`config.mk`:
```
export PLATFORM = sky130hd
export DESIGN_NAME = key_pulse_gen
export DESIGN_NICKNAME = d
export VERILOG_FILES = /design/src/rtl/key_pulse_gen.sv
export SDC_FILE = /design/constraint.sdc
export NUM_CORES = 1
export LEC_CHECK = 0
export ABC_AREA = 1
export ABC_CLOCK_PERIOD_IN_PS = 1500
export CAP_MARGIN = 20
export CELL_PAD_IN_SITES_DETAIL_PLACEMENT = 1
export CELL_PAD_IN_SITES_GLOBAL_PLACEMENT = 2
export CORE_UTILIZATION = 30
export CTS_CLUSTER_DIAMETER = 40
export DETAILED_ROUTE_END_ITERATION = 12
export GPL_TIMING_DRIVEN = 0
export PLACE_DENSITY_LB_ADDON = 0.1
export SLEW_MARGIN = 25
export SYNTH_ARGS = -nofsm -noshare
export SYNTH_HDL_FRONTEND = slang
export SYNTH_SLANG_ARGS = --single-unit
```
`constraint.sdc`:
```
create_clock -name CP -period 1.5 [get_ports CP]
set_input_delay 0.225 -clock CP [delete_from_list [all_inputs] [get_ports CP]]
set_output_delay 0.225 -clock CP [all_outputs]
set_load 0.005 [all_outputs]
```
`src/rtl/key_pulse_gen.sv`:
```
// Push-button conditioner: synchronise and debounce an active-low key, then emit one-cycle
// count-enable pulses per accepted press, plus optional auto-repeat pulses while the key is held.
module key_pulse_gen #(
  parameter int DB_CYCLES     = 1000000,
  parameter int REPEAT_DELAY  = 25000000,
  parameter int REPEAT_PERIOD = 5000000,
  parameter int CNT_W         = 25
) (
  input  logic CP,
  input  logic CLR,
  input  logic KEY_N,
  input  logic REP_EN,
  output logic PULSE,
  output logic LEVEL,
  output logic REP
);

  typedef enum logic [2:0] {
    IDLE,
    PRESS_WAIT,
    HELD,
    REPEAT,
    RELEASE_WAIT
  } state_t;

  localparam logic [CNT_W-1:0] DB_LAST     = CNT_W'(DB_CYCLES - 1);
  // Threshold places the first repeat pulse exactly REPEAT_DELAY cycles after the accept pulse.
  localparam logic [CNT_W-1:0] DELAY_LAST  = CNT_W'(REPEAT_DELAY - 1);
  localparam logic [CNT_W-1:0] PERIOD_LAST = CNT_W'(REPEAT_PERIOD - 1);

  logic             sync1;
  logic             key_s;
  state_t           state;
  state_t           state_nxt;
  logic [CNT_W-1:0] cnt;
  logic [CNT_W-1:0] cnt_nxt;
  logic             pulse_nxt;

  always_ff @(posedge CP) begin
    if (CLR) begin
      sync1 <= 1'b0;
      key_s <= 1'b0;
      state <= IDLE;
      cnt   <= '0;
      PULSE <= 1'b0;
      LEVEL <= 1'b0;
      REP   <= 1'b0;
    end else begin
      sync1 <= ~KEY_N;
      key_s <= sync1;
      state <= state_nxt;
      cnt   <= cnt_nxt;
      PULSE <= pulse_nxt;
      LEVEL <= (state_nxt == HELD) || (state_nxt == REPEAT) || (state_nxt == RELEASE_WAIT);
      REP   <= (state_nxt == REPEAT);
    end
  end

  always_comb begin
    state_nxt = state;
    cnt_nxt   = cnt + CNT_W'(1);
    pulse_nxt = 1'b0;
    case (state)
      IDLE: begin
        if (key_s) begin
          state_nxt = PRESS_WAIT;
          cnt_nxt   = '0;
        end
      end
      PRESS_WAIT: begin
        if (!key_s) begin
          state_nxt = IDLE;
          cnt_nxt   = '0;
        end else if (cnt == DB_LAST) begin
          state_nxt = HELD;
          cnt_nxt   = '0;
          pulse_nxt = 1'b1;
        end
      end
      HELD: begin
        // Release takes priority over a repeat landing on the same cycle.
        if (!key_s) begin
          state_nxt = RELEASE_WAIT;
          cnt_nxt   = '0;
        end else if (cnt == DELAY_LAST) begin
          if (REP_EN) begin
            state_nxt = REPEAT;
            cnt_nxt   = '0;
            pulse_nxt = 1'b1;
          end else begin
            cnt_nxt = cnt;
          end
        end
      end
      REPEAT: begin
        if (!key_s) begin
          state_nxt = RELEASE_WAIT;
          cnt_nxt   = '0;
        end else if (!REP_EN) begin
          state_nxt = HELD;
          cnt_nxt   = '0;
        end else if (cnt == PERIOD_LAST) begin
          cnt_nxt   = '0;
          pulse_nxt = 1'b1;
        end
      end
      RELEASE_WAIT: begin
        if (key_s) begin
          state_nxt = HELD;
          cnt_nxt   = '0;
        end else if (cnt == DB_LAST) begin
          state_nxt = IDLE;
          cnt_nxt   = '0;
        end
      end
      default: begin
        state_nxt = IDLE;
        cnt_nxt   = '0;
      end
    endcase
  end

endmodule

```
==> impl_metrics.env, run 1 <==
export IMPL_cp_start_kind="flip-flop"
export IMPL_synth_top_cell_by_area="dfxtp_1"
export IMPL_final_nets=366
export IMPL_final_max_slew_viol_count=0
export IMPL_grt_util_all_layers_pct=19.3
export IMPL_synth_seq_cells=33
export IMPL_path_max_fanout=5
export IMPL_place_congestion=0.789
export IMPL_crit_chain="inv_2 > nand2_2 > inv_1 > nand2_1 > nor2_2 > nand3_4 > a21oi_4 > nand4_4 > nand2_4 > buf_12 > buf_12 > nor2_4"
export IMPL_finalClockSkew_ns=0.00599
export IMPL_clockBufferDepth=2
export IMPL_power_total_mw=1.82
export IMPL_synth_nets=321
export IMPL_root_buffer="clkbuf_8"
export IMPL_cts_tree="done"
export IMPL_ys_seq_area_share_pct=31.3
export IMPL_cts_max_level=2
export IMPL_cp_required_ns=1.68
export IMPL_dieWidth_um=85.8
export IMPL_netlist_area_leader_share_pct=31.3
export IMPL_final_hold_violation_count=0
export IMPL_grt_max_degree=11
export IMPL_crit_buf_inv=4
export IMPL_grt_pass1_vias=2125
export IMPL_end_kind="flip-flop"
export IMPL_slew_headroom_pct=61.4
export IMPL_async_reset_ff_share_pct=0
export IMPL_drc=0
export IMPL_ys_types=32
export IMPL_num_io_pins=7
export IMPL_clk_latency_ns=0.29
export IMPL_setup_viol=29
export IMPL_clock_sinks=33
export IMPL_max_cap_violations=0
export IMPL_synth_area_leaders="dfxtp_1, nand2_1, inv_1, nor2_1, nand3_1"
export IMPL_diodes=0
export IMPL_placementRows=30
export IMPL_dieHeight_um=85.8
export IMPL_p_per_area_nw_per_um2=597
export IMPL_worst_pin_slew_ns=0.579
export IMPL_place_port_buffers=5
export IMPL_dr_pass1_iters=4
export IMPL_overflow=0
export IMPL_ir_worst_vdd_mv=0.374
export IMPL_finalWorstSetupSlack_ns=-0.287
export IMPL_drive_gt1_share_pct=43.1
export IMPL_synthTopCellsByCount="nand2_1, inv_1, nor2_1"
export IMPL_start_util_pct=31.0
export IMPL_violations="negative setup slack"
export IMPL_final_antenna_net_count=0
export IMPL_syn_instance_count=316
export IMPL_fillers=825
export IMPL_initialDrtViolationCount=70
export IMPL_die_area_um2=7370
export IMPL_dpl_hpwl_um=4730
export IMPL_crit_slowest_cell="dfxtp_4"
export IMPL_syn_area_um2=2110
export IMPL_max_stage_delay_ns=0.36
export IMPL_syn_mean_instance_area_um2=6.67
export IMPL_dp_slack_ns=-0.544
export IMPL_critPathTopFamily="simple AND/OR/NAND/NOR gates"
export IMPL_period_share_pct=119
export IMPL_wl_per_cell_um=14.7
export IMPL_timing_fmax_mhz=560
export IMPL_path_depth=12
export IMPL_cts_clk_slew_worst_paths_ns=0.07
export IMPL_rsz0062_at_grt="true"
export IMPL_core_area_um2=6790
export IMPL_hold_depth=2
export IMPL_period_minus_slack_ns=1.79
export IMPL_ys_warn_count=0
export IMPL_via_per_inst=4.62
export IMPL_critical_path_most_common_cell="buf_12"
export IMPL_grt_pass1_wl_um=10800
export IMPL_run_status="finished, violations left"
export IMPL_worstSetupPathType="reg -> reg"
export IMPL_synth_edf_count=0
export IMPL_via_count=2114
export IMPL_ys_flop_type="dfxtp_1"
export IMPL_rr_worst_depth=12
export IMPL_totalWireLength_um=6710
export IMPL_syn_to_final_growth_pct=44.8
export IMPL_hp_class="reg -> reg"
export IMPL_synth_most_common_cell="nand2_1"
export IMPL_antenna_found_initial=0
export IMPL_cellLeakagePower_nw=1.29
export IMPL_cts_buffers=5
export IMPL_worstPathArrival_ns=1.97
-- flip-flops by register name (all words and copies together), names as in the netlist --
signal  count
key_s       1
REP         1
sync1       1
cnt        25
state       3
PULSE       1
LEVEL       1
-- kinds of logic (layout without fill, tap and decap cells) --
family	count (synthesis)	in the layout	synth area share (%)
buffers and inverters	62	108	12.5
AO/OA/AOI/OAI	22	22	6.17
adder cells (fa/ha/maj)	1	1	0.593
flip-flops	33	33	31.3
AND/OR/NAND/NOR	187	187	44.8
XOR/XNOR	11	11	4.57
-- routing by layer --
layer  wire, um  vias up  track usage, %
met1       3220     1015            25.5
met3        120        5            3.56
met2       3310       12            32.5
met4         67        0            5.00
met5          0        -               0
li1           -     1082               -
-- area by class of cell --
class | instances | area, um^2 | area share [%]
multi-input combinational | 221 | 1500 | 49.1
sequential | 33 | 717 | 23.5
timing repair buffer | 39 | 352 | 11.5
inverter | 57 | 216 | 7.09
tap | 96 | 120 | 3.93
clock buffer | 7 | 96.3 | 3.16
buffer | 4 | 46.3 | 1.52
clock inverter | 1 | 5.00 | 0.164
-- cells in the final DEF, fill, tap and decap left out, drive strengths merged --
| cell | synthesis | layout |
|---|---|---|
| nand2 | 65 | 65 |
| nor2 | 63 | 63 |
| inv | 57 | 57 |
| buf | 2 | 36 |
| dfxtp | 33 | 33 |
| nand3 | 27 | 27 |
| nand4 | 13 | 13 |
| nor3 | 13 | 13 |
| a21oi | 10 | 10 |
| xor2 | 9 | 9 |
| clkbuf | 2 | 8 |
| o21ai | 7 | 7 |
| clkdlybuf4s50 | 1 | 5 |
| or2 | 3 | 3 |
| a31oi | 3 | 3 |
| o211ai | 2 | 2 |
| xnor2 | 2 | 2 |
| nor4 | 2 | 2 |
| and2 | 1 | 1 |
| ha | 1 | 1 |
| clkinv | 0 | 1 |
| dlygate4sd2 | 0 | 1 |
-- timing repair --
item / CTS / global route
resized for setup: 79 / 32
setup endpoints to repair: 27 / 30
hold buffers: 0 / 0
pin swaps: 34 / 20
gates cloned: 1 / 0
setup buffers: 25 / 8
-- metrics by stage --
step / instances / utilization, % / hold WS (ns) / cell area, um^2 / setup TNS (ns)
floorplan: 316 / - / 0.297 / 2140 / -1.04
global placement: 417 / 34.1 / 0.395 / 2310 / -11.58
detailed placement: 417 / 34.1 / 0.400 / 2310 / -11.36
CTS: 450 / 42.5 / 0.410 / 2890 / -4.12
global route: 458 / 44.9 / 0.416 / 3050 / -7.96
finish: 458 / 44.9 / 0.407 / 3050 / -4.88
-- power by group --
group | leakage (nW) | switching (mW) | internal, mW
clock network | 0.0542 | 0.358 | 0.415
registers | 0.282 | 0.0118 | 0.871
logic | 0.949 | 0.0909 | 0.0769
-- tightest hold or removal path, stage by stage, from the launching register on --
cell and delay (ns):
dfxtp_1 0.30, inv_1 0.04, nor2_1 0.03
-- worst paths after layout --
check                                           from                   end  slack (ns)
worst max-delay path            cnt[15]$_SDFFE_PP0P_  cnt[19]$_SDFFE_PP0P_       -0.29
worst min-delay path                sync1$_SDFF_PP0_      key_s$_SDFF_PP0_        0.41
worst max register to register  cnt[15]$_SDFFE_PP0P_  cnt[19]$_SDFFE_PP0P_       -0.29
worst min register to register      sync1$_SDFF_PP0_      key_s$_SDFF_PP0_        0.41
Note: power is estimated with default switching activity, not from simulation.
==> run 2, diff against run 1 <==
- CTS_CLUSTER_SIZE: not set -> 14
==> results of run 2 <==
The final DEF is identical to that of run 1; final timing and power are the same.
